$ cat src/rtl/sic_dispatch_buffer_pkg.sv
// -----------------------------------------------------------------------------
// sic_dispatch_buffer_pkg
//   Shared types for the SIC dispatch buffer and its sub-units.
//   - sic_packet_t : packet handed from issue to the SIC sub-units
//   - sic_class_e  : instruction class carried in sic_packet_t.info
//   - SUB_IMM/SUB_ALU/SUB_BR/SUB_MEM : sub-unit indices
//   - sic_route()  : maps a packet class to its sub-unit index.
//                    Unknown classes fall back to SUB_IMM.
// -----------------------------------------------------------------------------
package sic_dispatch_buffer_pkg;

  localparam int NUM_PHY_REGS = 64;
  localparam int ID_WIDTH     = 8;
  localparam int NUM_ECRS     = 4;
  localparam int NUM_SUBS     = 4;

  localparam int SUB_IMM = 0;
  localparam int SUB_ALU = 1;
  localparam int SUB_BR  = 2;
  localparam int SUB_MEM = 3;

  localparam int SUB_IDX_W = $clog2(NUM_SUBS);
  typedef logic [SUB_IDX_W-1:0] sub_idx_t;

  typedef enum logic [2:0] {
    CLS_LUI   = 3'd0,
    CLS_ALU   = 3'd1,
    CLS_BR    = 3'd2,
    CLS_MEM   = 3'd3,
    CLS_AUIPC = 3'd4
  } sic_class_e;

  typedef struct packed {
    logic                            valid;
    logic [ID_WIDTH-1:0]             id;
    logic [2:0]                      info;  // sic_class_e encoding; 5..7 unused
    logic [$clog2(NUM_PHY_REGS)-1:0] prd;
    logic [$clog2(NUM_ECRS)-1:0]     ecr;
  } sic_packet_t;

  function automatic sub_idx_t sic_route(input logic [2:0] info);
    case (sic_class_e'(info))
      CLS_ALU:            return sub_idx_t'(SUB_ALU);
      CLS_BR:             return sub_idx_t'(SUB_BR);
      CLS_MEM:            return sub_idx_t'(SUB_MEM);
      CLS_LUI, CLS_AUIPC: return sub_idx_t'(SUB_IMM);
      default:            return sub_idx_t'(SUB_IMM);
    endcase
  endfunction

endpackage

$ cat src/rtl/sic_dispatch_buffer_if.sv
// -----------------------------------------------------------------------------
// sic_dispatch_buffer_if
//   Issue-side and sub-unit-side signals of the dispatch buffer.
//   master : issue/sub-unit side (drives flush, in_pkt, sub_req)
//   slave  : dispatch buffer (drives in_ready, sub_pkt, count)
//   flush    : squash buffered packets and pending sub pulses
//   in_pkt   : packet from issue, in_pkt.valid = request
//   in_ready : buffer accepts in_pkt this cycle
//   sub_req  : req_instr from each sub-unit
//   sub_pkt  : registered packet to each sub-unit (valid is a 1-cycle pulse)
//   count    : FIFO occupancy
// -----------------------------------------------------------------------------
interface sic_dispatch_buffer_if #(
  parameter int DEPTH = 4
) ();
  import sic_dispatch_buffer_pkg::*;

  logic                               flush;
  sic_packet_t                        in_pkt;
  logic                               in_ready;
  logic [NUM_SUBS-1:0]                sub_req;
  sic_packet_t [NUM_SUBS-1:0]         sub_pkt;
  logic [$clog2(DEPTH):0]             count;

  modport master (output flush, in_pkt, sub_req, input in_ready, sub_pkt, count);
  modport slave  (input flush, in_pkt, sub_req, output in_ready, sub_pkt, count);

endinterface

$ cat src/rtl/sic_dispatch_buffer_fifo.sv
// -----------------------------------------------------------------------------
// sic_pkt_fifo
//   In-order packet FIFO used by sic_dispatch_buffer. DEPTH must be a power of
//   two (>= 2) so the pointers wrap naturally.
//   clk, rst_n : clock, async active-low reset
//   push/din   : write din at the tail (ignored when full without a pop)
//   pop        : drop the head (ignored when empty)
//   flush      : next edge empties the FIFO; a same-cycle push is discarded
//   head       : current head entry (stale when empty)
//   count      : occupancy, full / empty : status flags
// -----------------------------------------------------------------------------
module sic_pkt_fifo
  import sic_dispatch_buffer_pkg::*;
#(
  parameter int DEPTH = 4,
  parameter type pkt_t = sic_packet_t
) (
  input  logic                   clk,
  input  logic                   rst_n,
  input  logic                   push,
  input  logic                   pop,
  input  logic                   flush,
  input  pkt_t                   din,
  output pkt_t                   head,
  output logic [$clog2(DEPTH):0] count,
  output logic                   full,
  output logic                   empty
);
  localparam int PW = $clog2(DEPTH);
  localparam int CW = PW + 1;

  pkt_t          mem_q [DEPTH];
  logic [PW-1:0] wr_ptr_d, wr_ptr_q;
  logic [PW-1:0] rd_ptr_d, rd_ptr_q;
  logic [CW-1:0] count_d, count_q;
  logic          do_push, do_pop;

  assign full  = (count_q == CW'(DEPTH));
  assign empty = (count_q == '0);
  assign head  = mem_q[rd_ptr_q];
  assign count = count_q;

  // NOTE: every output of a combinational block gets a default first so no
  // path leaves it unassigned and a latch is never inferred.
  always_comb begin
    do_push  = push && (!full || pop);
    do_pop   = pop && !empty;
    wr_ptr_d = wr_ptr_q;
    rd_ptr_d = rd_ptr_q;
    count_d  = count_q;
    if (flush) begin
      wr_ptr_d = '0;
      rd_ptr_d = '0;
      count_d  = '0;
    end else begin
      if (do_push) wr_ptr_d = wr_ptr_q + PW'(1);
      if (do_pop)  rd_ptr_d = rd_ptr_q + PW'(1);
      count_d = count_q + CW'(do_push) - CW'(do_pop);
    end
  end

  // NOTE: state registers use non-blocking assignment so every flop samples
  // the pre-edge value of the others, independent of statement order.
  always_ff @(posedge clk or negedge rst_n) begin
    if (!rst_n) begin
      wr_ptr_q <= '0;
      rd_ptr_q <= '0;
      count_q  <= '0;
    end else begin
      wr_ptr_q <= wr_ptr_d;
      rd_ptr_q <= rd_ptr_d;
      count_q  <= count_d;
    end
  end

  // NOTE: storage is deliberately not reset; count/pointers define which
  // entries are live, so resetting the array would only cost area and timing.
  always_ff @(posedge clk) begin
    if (do_push && !flush) mem_q[wr_ptr_q] <= din;
  end

endmodule

$ cat src/rtl/sic_dispatch_buffer.sv
// -----------------------------------------------------------------------------
// sic_dispatch_buffer
//   In-order buffer/router between issue and the SIC sub-units (imm, alu,
//   branch, mem). Packets queue in sic_pkt_fifo; the head is sent to
//   sub_pkt[sic_route(head.info)] when that sub-unit requests and its
//   previous pulse has ended. sub_pkt registers break the comb path from
//   a sub-unit's req_instr back to its packet input.
//   clk, rst_n : clock, async active-low reset
//   bus        : sic_dispatch_buffer_if.slave (flush, in_pkt, in_ready,
//                sub_req, sub_pkt, count)
//   Optional feature: define SIC_DISPATCH_BYPASS_EN to let a packet arriving
//   at an empty FIFO go straight to its sub-unit on the accepting edge.
// -----------------------------------------------------------------------------
module sic_dispatch_buffer
  import sic_dispatch_buffer_pkg::*;
#(
  parameter int DEPTH = 4
) (
  input  logic                  clk,
  input  logic                  rst_n,
  sic_dispatch_buffer_if.slave  bus
);
  localparam int CW = $clog2(DEPTH) + 1;

  sic_packet_t                head;
  logic [CW-1:0]              fifo_count;
  logic                       fifo_full, fifo_empty;
  logic                       push, pop;
  sub_idx_t                   head_tgt;
  logic                       dispatch_fire, bypass_fire;
  sic_packet_t [NUM_SUBS-1:0] sub_pkt_d, sub_pkt_q;
`ifdef SIC_DISPATCH_BYPASS_EN
  sub_idx_t                   in_tgt;
`endif

  sic_pkt_fifo #(.DEPTH(DEPTH), .pkt_t(sic_packet_t)) u_fifo (
    .clk   (clk),
    .rst_n (rst_n),
    .push  (push),
    .pop   (pop),
    .flush (bus.flush),
    .din   (bus.in_pkt),
    .head  (head),
    .count (fifo_count),
    .full  (fifo_full),
    .empty (fifo_empty)
  );

  always_comb begin
    head_tgt = sic_route(head.info);
    // A sub-unit still showing last cycle's pulse cannot take another packet,
    // which keeps each sub_pkt[i].valid a single-cycle pulse.
    dispatch_fire = !fifo_empty && bus.sub_req[head_tgt]
                    && !sub_pkt_q[head_tgt].valid && !bus.flush;
`ifdef SIC_DISPATCH_BYPASS_EN
    in_tgt      = sic_route(bus.in_pkt.info);
    // Requires an empty FIFO, so it is mutually exclusive with dispatch_fire.
    bypass_fire = fifo_empty && bus.in_pkt.valid && bus.sub_req[in_tgt]
                  && !sub_pkt_q[in_tgt].valid && !bus.flush;
`else
    bypass_fire = 1'b0;
`endif
    // Popping the head frees a slot this cycle; flush empties everything.
    bus.in_ready = !fifo_full || dispatch_fire || bus.flush;
    push = bus.in_pkt.valid && bus.in_ready && !bus.flush && !bypass_fire;
    pop  = dispatch_fire;

    for (int i = 0; i < NUM_SUBS; i++) begin
      sub_pkt_d[i]       = sub_pkt_q[i];
      sub_pkt_d[i].valid = 1'b0;
    end
    if (dispatch_fire) begin
      sub_pkt_d[head_tgt]       = head;
      sub_pkt_d[head_tgt].valid = 1'b1;
    end
`ifdef SIC_DISPATCH_BYPASS_EN
    if (bypass_fire) begin
      sub_pkt_d[in_tgt]       = bus.in_pkt;
      sub_pkt_d[in_tgt].valid = 1'b1;
    end
`endif
  end

  always_ff @(posedge clk or negedge rst_n) begin
    if (!rst_n) sub_pkt_q <= '0;
    else        sub_pkt_q <= sub_pkt_d;
  end

  assign bus.sub_pkt = sub_pkt_q;
  assign bus.count   = fifo_count;

endmodule

$ cat src/flat_wrapper.sv
// flat-port wrapper written by rule: the top's interface ports become plain ports
module sic_dispatch_buffer_flat import sic_dispatch_buffer_pkg::*;
#(
  parameter int DEPTH = 4
)
  (clk, rst_n, bus_flush, bus_in_pkt, bus_sub_req, bus_in_ready, bus_sub_pkt, bus_count);
  sic_dispatch_buffer_if #(.DEPTH(DEPTH)) bus_i ();
  input  logic clk;
  input  logic rst_n;
  input wire logic [$bits(bus_i.flush)-1:0] bus_flush;
  input wire logic [$bits(bus_i.in_pkt)-1:0] bus_in_pkt;
  input wire logic [$bits(bus_i.sub_req)-1:0] bus_sub_req;
  output wire logic [$bits(bus_i.in_ready)-1:0] bus_in_ready;
  output wire logic [$bits(bus_i.sub_pkt)-1:0] bus_sub_pkt;
  output wire logic [$bits(bus_i.count)-1:0] bus_count;
  assign bus_i.flush = bus_flush;
  assign bus_i.in_pkt = bus_in_pkt;
  assign bus_i.sub_req = bus_sub_req;
  assign bus_in_ready = bus_i.in_ready;
  assign bus_sub_pkt = bus_i.sub_pkt;
  assign bus_count = bus_i.count;
  sic_dispatch_buffer #(.DEPTH(DEPTH)) u_core (.clk(clk), .rst_n(rst_n), .bus(bus_i));
endmodule
$ cat config.mk
export PLATFORM = sky130hd
export DESIGN_NAME = sic_dispatch_buffer_flat
export DESIGN_NICKNAME = d
export VERILOG_FILES = /design/src/rtl/sic_dispatch_buffer_pkg.sv /design/src/rtl/sic_dispatch_buffer_if.sv /design/src/rtl/sic_dispatch_buffer_fifo.sv /design/src/rtl/sic_dispatch_buffer.sv /design/src/flat_wrapper.sv
export SDC_FILE = /design/constraint.sdc
export NUM_CORES = 1
export LEC_CHECK = 0
export BUFFER_PORTS_ARGS = -buffer_cell sky130_fd_sc_hd__buf_2
export CAP_MARGIN = 40
export CORE_ASPECT_RATIO = 0.9
export CORE_MARGIN = 10
export CORE_UTILIZATION = 55
export CTS_BUF_LIST = sky130_fd_sc_hd__clkbuf_16
export DETAILED_ROUTE_END_ITERATION = 10
export PLACE_DENSITY = 0.76
export SYNTH_ARGS = -nofsm -noshare
export SYNTH_HDL_FRONTEND = slang
export SYNTH_SLANG_ARGS = --single-unit
$ cat constraint.sdc
create_clock -name clk -period 4.37 [get_ports clk]
set_input_delay 0 -clock clk [delete_from_list [all_inputs] [get_ports clk]]
set_output_delay 0 -clock clk [all_outputs]
set_load 0.01 [all_outputs]
=== Yosys cells after proc, flatten, opt, wreduce, memory -nomap -nowiden ===
Memory sizes are Yosys's and may differ from the RTL's.
Cells that the tools add are included.

* Memory bits (writable): 80
* Logic and storage cells: 71
* Input bits: 27
* Memories kept: 1
* Register bits: 87
* Output and inout port bits: 84

* Mux-type cells: 19
* Add/subtract/negate cells: 4
* Reduce and logical (&&, ||, !) cells: 18
* Eq/ne operators: 4
* Order comparisons: 2

{| class="wikitable"
|+ Memories
! name !! words !! bits a word !! read ports !! clocked after memory_dff !! write ports !! RTL line !! text
|-
| u_core.u_fifo.mem_q || 4 || 20 || 1 || 0 || 1 || sic_dispatch_buffer_fifo.sv:32 || <nowiki>pkt_t mem_q [DEPTH];</nowiki>
|}

{| class="wikitable"
|+ Operators with widths
! kind !! number
|-
| $bwmux 80 || 2
|-
| $demux 20 s2 || 2
|-
| $mux 80 || 1
|-
| $mux 20 || 3
|-
| $bmux 20 s2 || 1
|-
| $logic_and 1x1->1 || 9
|-
| $mux 2 || 4
|-
| $eq 3x2->1 const B || 2
|-
| $pmux 2 s3 || 1
|-
| $add 2x1->2 const B || 2
|-
| $logic_not 1->1 || 4
|-
| $reduce_bool 2->1 || 2
|-
| $add 3x1->3 || 1
|-
| $eq 3x1->1 const B || 1
|-
| $eq 3x3->1 const B || 1
|-
| $logic_not 3->1 || 1
|-
| $lt 2x3->1 const B || 1
|-
| $mux 1 || 3
|-
| $mux 3 || 1
|-
| $sub 3x1->3 || 1
|-
| $bmux 1 s2 || 1
|-
| $ge 2x1->1 const B || 1
|-
| $logic_or 1x1->1 || 2
|}

=== Depth between registers and ports, before layout ===
Gate-level depths: netlist of run 1.
An unclocked memory read counts as a cell.

* Depth after elaboration: 16
* Depth in mapped cells: 15
* Gate-level depth less buffers: 14

=== Cells and area by module ===
From an unflattened synthesis of run 1, not the netlist that was laid out.

* Cells, all modules: 345
* Area, all modules: 6518.8 um^2

{| class="wikitable"
|+ By module, submodules not included
! module !! instances !! cells each !! area each (um^2) !! seq. area each (um^2)
|-
| sic_pkt_fifo || 1 || 152 || 3373.2 || 2577.5
|-
| sic_dispatch_buffer || 1 || 193 || 3145.5 || 2001.9
|}

=== Worst setup path after synthesis of run 1 ===
Ideal clock, no wire load.

* Path kind: reg-to-reg
* Start: register u_core.u_fifo.rd_ptr_q[0]
* End: register u_core.u_fifo.count_q[2] (netlist: u_core.u_fifo.count[2])
* Slack: 1.003 ns
* Arrival time: 3.236 ns
* Data required time: 4.239 ns
* Buffers on the path: 1
* Stages on the path, launching flop included: 16
* Library setup time: 0.131 ns
* Cell sequence: dfrtp_1 -> buf_6 -> mux4_2 -> o21bai_1 -> a221o_2 -> nand4b_4 -> a21boi_0 -> inv_1 -> ha_1 -> inv_1 -> ha_1 -> inv_1 -> fa_1 -> xor2_1 -> xnor2_1 -> nor2_1

* Word-level cells in the longest chain between the ends: 16
* Elaborated cells on any way between the ends: 22
* Those cells by class: 2 x add/sub; 3 x eq/ne; 6 x mux; 10 x reduce/logical; 1 x memory

{| class="wikitable"
|+ RTL lines
! what !! RTL line !! text
|-
| start, declared || sic_dispatch_buffer_fifo.sv:34 || <nowiki>logic [PW-1:0] rd_ptr_d, rd_ptr_q;</nowiki>
|-
| start signal, assigned || sic_dispatch_buffer_fifo.sv:71 || <nowiki>rd_ptr_q <= rd_ptr_d;</nowiki>
|-
| $mem_v2 4x20 * || -- ||
|-
| $eq 3x2->1 or $eq 3x1->1 (tied branches) || sic_dispatch_buffer_pkg.sv:42 || <nowiki>case (sic_class_e'(info))</nowiki>
|-
| $pmux 2 s3 * || sic_dispatch_buffer_pkg.sv:42 ||
|-
| $bmux 1 s2 or $bmux 20 s2 (tied branches) || sic_dispatch_buffer.sv:53, sic_dispatch_buffer.sv:54 ||
|-
| $mux 1 (not written as such) or $mux 20 (tied branches) || sic_dispatch_buffer.sv:53, sic_dispatch_buffer.sv:54 ||
|-
| $logic_and 1x1->1 or $logic_not 1->1 (tied branches) || sic_dispatch_buffer.sv:53, sic_dispatch_buffer.sv:54 ||
|-
| $logic_and 1x1->1 * (2 in series) || sic_dispatch_buffer.sv:54 || <nowiki>&& !sub_pkt_q[head_tgt].valid && !bus.flush;</nowiki>
|-
| $logic_or 1x1->1 || sic_dispatch_buffer_fifo.sv:46, sic_dispatch_buffer.sv:64 ||
|-
| $logic_or 1x1->1 || sic_dispatch_buffer.sv:64 || <nowiki>bus.in_ready = !fifo_full || dispatch_fire || bus.flush;</nowiki>
|-
| $logic_and 1x1->1 (2 in series) || sic_dispatch_buffer.sv:65 || <nowiki>push = bus.in_pkt.valid && bus.in_ready && !bus.flush && !bypass_fire;</nowiki>
|-
| $logic_and 1x1->1 || sic_dispatch_buffer_fifo.sv:46 || <nowiki>do_push = push && (!full || pop);</nowiki>
|-
| $add 3x1->3 || sic_dispatch_buffer_fifo.sv:58 || <nowiki>count_d = count_q + CW'(do_push) - CW'(do_pop);</nowiki>
|-
| $sub 3x1->3 * || sic_dispatch_buffer_fifo.sv:58 ||
|-
| $mux 3 * || sic_dispatch_buffer_fifo.sv:51 || <nowiki>if (flush) begin</nowiki>
|-
| named net u_core.u_fifo.count_d[2] || sic_dispatch_buffer_fifo.sv:35 || <nowiki>logic [CW-1:0] count_d, count_q;</nowiki>
|-
| end signal, assigned || sic_dispatch_buffer_fifo.sv:72 || <nowiki>count_q <= count_d;</nowiki>
|-
| end, declared || sic_dispatch_buffer_fifo.sv:35 ||
|}

The timed path passes the listed nets; every way through them passes the cells marked *. The select of a mux whose other input is x is not followed.
A chain may end at the register's enable or synchronous reset.

=== Worst setup path in the final report of run 1 ===
Same ends and word-level chain as after synthesis.

==> results of run 1 <==
-- what timing repair did --
action | in CTS | in global routing
hold buffers | 26 | 0
hold endpoints to repair | 171 | 0
setup endpoints to repair | 0 | 0
-- worst paths after layout --
check | endpoint | slack [ps] | cells past startpoint
worst max-delay path | u_core.u_fifo.count[2]$_DFF_PN0_ | 460 | 14
worst min-delay path | u_core.bus.sub_pkt[39]$_DFF_PN0_ | 150 | 3
worst min register to register | register | 460 | 1
min in group asynchronous | asynchronous set/reset pin | 480 | 3
max in group asynchronous | asynchronous set/reset pin | 2610 | 4
worst max register to register | u_core.u_fifo.count[2]$_DFF_PN0_ | 460 | 14
-- cells in the mapped netlist (all sizes together) --
cell    instances  area, um2
dfrtp          87       2180
nor2b           5       33.8
nand3b          2       27.5
nand4           1       6.26
a221o           1       11.3
a21oi           5       40.0
and2            6       37.5
nand2           4       15.0
o21bai          1       7.51
buf            11       85.1
o21ai           2       10.0
mux4           19        428
fa              1       20.0
and4bb          2       25.0
a21boi          1       7.51
nor2            8       32.5
or3             1       6.26
clkbuf          2       7.51
nand2b          3       18.8
nand3           1       5.00
xor2            3       26.3
ha              6       75.1
nor4b           1       23.8
inv             9       33.8
a31oi           1       6.26
edfxtp         76       2280
xnor2           1       8.76
nor3            1       5.00
nand4b          1       23.8
mux2           69        845
or2             3       18.8
-- metrics by stage --
step | hold WS [ps] | instance area (um2) | setup WS (ps)
final | 153 | 7960 | 463
after global routing | 149 | 7960 | 139
after CTS | 134 | 7960 | 425
after detailed placement | -102 | 7120 | 488
after global placement | 211 | 7080 | 688
after floorplan | -296 | 6350 | 1000
-- tightest hold or removal path, cell delays in order --
cell and delay, ps:
buf_2 110, nor4b_4 120, buf_4 230
-- power by group through the flow --
stage | Combinational, mW | Clock (mW) | Sequential (mW)
CTS | 1.32 | 1.47 | 2.11
global route | 1.41 | 1.53 | 2.15
floorplan | 0.687 | 0 | 2.21
finish | 1.29 | 1.44 | 2.11
detailed placement | 1.29 | 0 | 2.13
global placement | 1.25 | 0 | 2.11
-- cell families after synthesis --
| family | synth area share (%) |
|---|---|
| buffers and inverters | 1.99 |
| AO/OA/AOI/OAI | 1.30 |
| flip-flops | 70.2 |
| adder cells (fa/ha/maj) | 1.50 |
| AND/OR/NAND/NOR | 4.39 |
| XOR/XNOR | 0.552 |
| multiplexers | 20.0 |
-- routing by layer --
metal	GRT usage, %	wire (um)	vias to the layer above
li1	-	-	1552
met1	21.9	5780	1757
met2	27.0	6530	100
met3	5.64	747	12
met4	6.18	162	0
met5	0	0	-
-- area by class of cell --
| cell class | count | share of cell area (%) |
|---|---|---|
| inverter | 9 | 0.425 |
| multi-input combinational | 149 | 22.3 |
| clock inverter | 15 | 1.87 |
| clock buffer | 17 | 5.35 |
| tap | 156 | 2.45 |
| timing repair buffer | 147 | 11.6 |
| sequential | 163 | 56.0 |
==> results.yml, run 1 <==
power:
  p_sw_share_pct: 28.8
  pwr-share-seq_pct: 43.5
  vdd_drop_max_mv: 0.470
  p_int_mw: 3.44
  power_density_mw_per_mm2: 608
  p_sw_mw: 1.40
  pwr-share-comb_pct: 26.7
  clock_power_share_pct: 29.8
  leakage_nw: 3.52
  finalPower_mw: 4.84
critical_path:
  crit_buf_inv: 3
  cpMostUsedCell: "inv_1"
  crit_arrival_ps: 4200
  path_cells: "mux4_2 -> mux2_4 -> a21oi_4 -> nand4b_4 -> a21boi_0 -> inv_1 -> ha_1 -> inv_1 -> ha_1 -> inv_1 -> fa_1 -> xor2_1 -> xnor2_1 -> nor2_1"
  crit_fanout: 8
  cp_top_family: "multiplexers"
  start_kind: "register"
  worstReg2RegStart: "u_core.u_fifo.rd_ptr_q[0]$_DFFE_PN0P_"
  cp_slowest_stage_delay_ps: 700
  crit_start: "u_core.u_fifo.rd_ptr_q[0]$_DFFE_PN0P_"
  crit_required_ps: 4670
  critical_path_class: "register to register"
  endpoint_kind: "register"
  slowest_stage: "mux4_2"
finish:
  final_cell_mix: "109 x buf_2, 87 x dfrtp_1, 76 x edfxtp_1"
  regArea_mm2: 0.00446
  fill_cells: 732
  areaGrowthSynthToFinish_pct: 25.3
  drive_gt1_share_pct: 48.8
  final_common_cell: "buf_2"
  final_cells: 656
  multi_input_area_mm2: 0.00177
  diodes: 0
  fin_nets: 521
  final_core_util_pct: 70.1
clocking:
  clk_pin_slew_ps: 60
  cts_buffer_depth: 2
  cts_max_level: 4
  cts_tree: "built"
  cts_sinks: 163
  cts.repair.resized: 0
  postCtsSetupBuffers: 0
  cts-root-buf: "clkbuf_16"
  clk_latency_ps: 410
  cts_buffers: 17
global_routing:
  grt_overflow: 0
  grt_first_pass_wirelength_mm: 21.2
  grt_pass1_vias: 3655
  grt.total_usage_pct: 17.1
  grt_max_degree: 71
  antenna_found_initial: 0
floorplan:
  initial_core_util_pct: 56.0
  io_pins: 111
  num_rows: 37
  die_width_um: 133
  die_y_um: 122
  design.core.area_mm2: 0.0113
  dieArea_mm2: 0.0162
status:
  status: "finished clean"
drt:
  wire_per_inst_um: 20.2
  via_per_inst: 5.21
  ant_nets: 0
  drt-pass1-iter-count: 4
  drc: 0
  wl_mm: 13.2
  drt-initial-drc-count: 237
  vias: 3421
timing:
  setup_viol: 0
  worstMarginPinSlew_ps: 677
  fin_crit_sh_pct: 89.4
  period_minus_slack_ps: 3910
  slew_viol_final: 0
  rsz0062_at_grt: "false"
  fin_tns_setup_ps: 0
  clock.fmax_mhz: 256
  fin_skew_ps: 6.53
  finalHoldViolCount: 0
  relSlewSlack_pct: 54.7
yosys:
  synth_cells: 334
  synthesis.nets: 368
  synth_area_mm2: 0.00635
  ys_types: 40
  avgSynthCellArea_um2: 19.0
  yosysWarnings: 0
  seq_area_frac_synth_pct: 70.2
  ys_ff_latch: 163
placed_design:
  gp_congestion: 0.762
  portBuffers: 110
  dp_hpwl_mm: 8.99
  placed_cells: 598
worst_hold_path:
  min_path_type: "primary input to register"
  min_from: "bus_sub_req[1]"
flow_run:
  maxCapViolations: 0
(Power assumes the default switching activity.)
==> run 2: changes to the inputs <==
- REMOVE_ABC_BUFFERS: not set -> 1
==> run 2 against run 1 <==
  * Flip-flop and latch count stayed put
  * Setup slack better by 130 ps
  * Total power is 0.92% higher
  * Hold slack worse by 110 ps
  * Critical path depth is 1 higher
  * Die area stayed put
  * Routed wire length is 3.4% lower
  * Clock power is 6% higher
  * Core utilization is 0.14 points higher
  * Clock skew is 0.71 ps higher
  * First-iteration DRC count is 27% higher
  * Count of clock-buffer cells in the layout stayed put
  * Critical endpoint unchanged
  * Largest cell class unchanged
==> results.yml, run 2 (synthesis results as in run 1) <==
timing:
  clock.fmax_mhz: 265
  rsz0062_at_grt: "false"
  fin_tns_setup_ps: 0
  finalHoldViolCount: 0
  setup_viol: 0
  relSlewSlack_pct: 53.6
  slew_viol_final: 0
  worstMarginPinSlew_ps: 696
  fin_crit_sh_pct: 86.5
  period_minus_slack_ps: 3780
  fin_skew_ps: 7.24
placed_design:
  place_area_mm2: 0.00712
  portBuffers: 110
  dp_hpwl_mm: 8.84
  gp_congestion: 0.774
global_routing:
  grt_pass1_vias: 3697
  antenna_found_initial: 0
  grt_first_pass_wirelength_mm: 20.7
  grt_max_degree: 58
  grt.total_usage_pct: 16.6
  grt_overflow: 0
flow_run:
  maxCapViolations: 0
critical_path:
  crit_fanout: 6
  cpMostUsedCell: "inv_1"
  path_cells: "buf_4 -> mux4_2 -> o21bai_1 -> a221o_2 -> nand4b_4 -> a21boi_0 -> inv_1 -> ha_1 -> inv_1 -> ha_1 -> inv_1 -> fa_1 -> xor2_1 -> xnor2_1 -> nor2_1"
  start_kind: "register"
  cp_slowest_stage_delay_ps: 570
  slowest_stage: "mux4_2"
  cp_top_family: "compound AO/OA/AOI/OAI gates"
  crit_buf_inv: 4
  crit_arrival_ps: 4080
  crit_required_ps: 4670
  critical_path_class: "register to register"
  crit_cells: 15
  endpoint_kind: "register"
  reg2reg_depth: 15
drt:
  routed-wl-met3_um: 642
  drt-initial-drc-count: 301
  drt-pass1-iter-count: 4
  met1_length_mm: 5.73
  via_per_inst: 5.22
  wire_per_inst_um: 19.4
  vias: 3429
  wl_met2_mm: 6.23
  ant_nets: 0
  top_layer: "met4"
  drc: 0
  wl_mm: 12.8
worst_hold_path:
  whs_path_depth: 4
  min_path_type: "primary input to register"
finish:
  fill_cells: 761
  design_area_mm2: 0.00797
  areaGrowthSynthToFinish_pct: 25.6
  multi_input_area_mm2: 0.00177
  regArea_mm2: 0.00446
  final_cell_mix: "109 x buf_2, 87 x dfrtp_1, 76 x edfxtp_1"
  diodes: 0
  drive_gt1_share_pct: 50.1
  fin_nets: 522
  final_common_cell: "buf_2"
clocking:
  clk_latency_ps: 420
  cts-root-buf: "clkbuf_16"
  cts_buffer_depth: 2
  cts_buffers: 17
  cts_max_level: 4
  cts_tree: "built"
  cts_sinks: 163
  cts.repair.resized: 0
  clk_pin_slew_ps: 60
floorplan:
  dieArea_mm2: 0.0162
  io_pins: 111
  die_width_um: 133
  initial_core_util_pct: 56.0
  die_y_um: 122
  design.core.area_mm2: 0.0113
  num_rows: 37
power:
  power_density_mw_per_mm2: 612
  vdd_drop_max_mv: 0.377
  leakage_nw: 3.52
status:
  status: "finished clean"
==> run 2: changes by cell type in the layout (fill, tap and decap cells not counted), moves of 3 or more <==
cell,previous run,this run
clkinv_1,4,1
dlygate4sd3_1,26,23
clkinv_4,0,3
clkinvlp_4,1,4
clkinv_2,4,1
buf_4,10,16
==> run 2: cell type report <==
| class | instances | area share (%) |
|---|---|---|
| Inverter | 9 | 0.424 |
| Clock buffer | 17 | 5.34 |
| Tap cell | 156 | 2.45 |
| Clock inverter | 15 | 2.42 |
| Sequential cell | 163 | 55.9 |
| Multi-Input combinational cell | 149 | 22.2 |
| Timing Repair Buffer | 148 | 11.2 |
==> run 2: worst reg2reg max path, stage by stage, from the launching register on <==
cell and delay [ps]:
dfrtp_1 510, buf_4 230, mux4_2 570, o21bai_1 310, a221o_2 280, nand4b_4 150, a21boi_0 320, inv_1 80
ha_1 270, inv_1 50, ha_1 130, inv_1 50, fa_1 370, xor2_1 170, xnor2_1 140, nor2_1 50
==> run 2: repair_timing <==
item / CTS / global route
setup buffers: 0 / 0
hold buffers: 23 / 0
endpoints found under the hold margin: 113 / 0
==> run 2: final timing paths <==
path                                                       start                               end  slack, ps
setup reg to reg           u_core.u_fifo.rd_ptr_q[0]$_DFFE_PN0P_  u_core.u_fifo.count[2]$_DFF_PN0_        590
hold / removal                                    bus_sub_req[0]  u_core.bus.sub_pkt[19]$_DFF_PN0_         40
max in group asynchronous                                  rst_n        asynchronous set/reset pin       3240
min in group asynchronous                                  rst_n        asynchronous set/reset pin         90
hold reg to reg                                         register                          register        460
setup / recovery           u_core.u_fifo.rd_ptr_q[0]$_DFFE_PN0P_  u_core.u_fifo.count[2]$_DFF_PN0_        590
==> run 2: report_power, final <==
| group | leakage, nW | internal [mW] | switching [mW] | total [mW] |
|---|---|---|---|---|
| combinational | 1.40 | 0.651 | 0.622 | 1.27 |
| clock | 0.295 | 0.950 | 0.579 | 1.53 |
| sequential | 1.82 | 1.91 | 0.169 | 2.08 |
==> run 2: routing by layer <==
layer  global-route usage, %  up-vias
met5                       0        -
met3                    5.60       17
met4                    5.98        0
li1                        -     1560
met1                    21.3     1768
met2                    26.0       84
==> run 2: stage by stage <==
stage | setup WS [ps] | cells | total power, mW | hold WS [ps] | util (%)
floorplan | 371 | 321 | 2.87 | -296 | -
global placement | 749 | 602 | 3.35 | -41.2 | 62.8
detailed placement | 622 | 602 | 3.38 | -35.1 | 62.8
CTS | 588 | 657 | 4.94 | 32.1 | 70.3
global route | 290 | 657 | 5.14 | 59.0 | 70.3
finish | 591 | 657 | 4.88 | 42.2 | 70.3
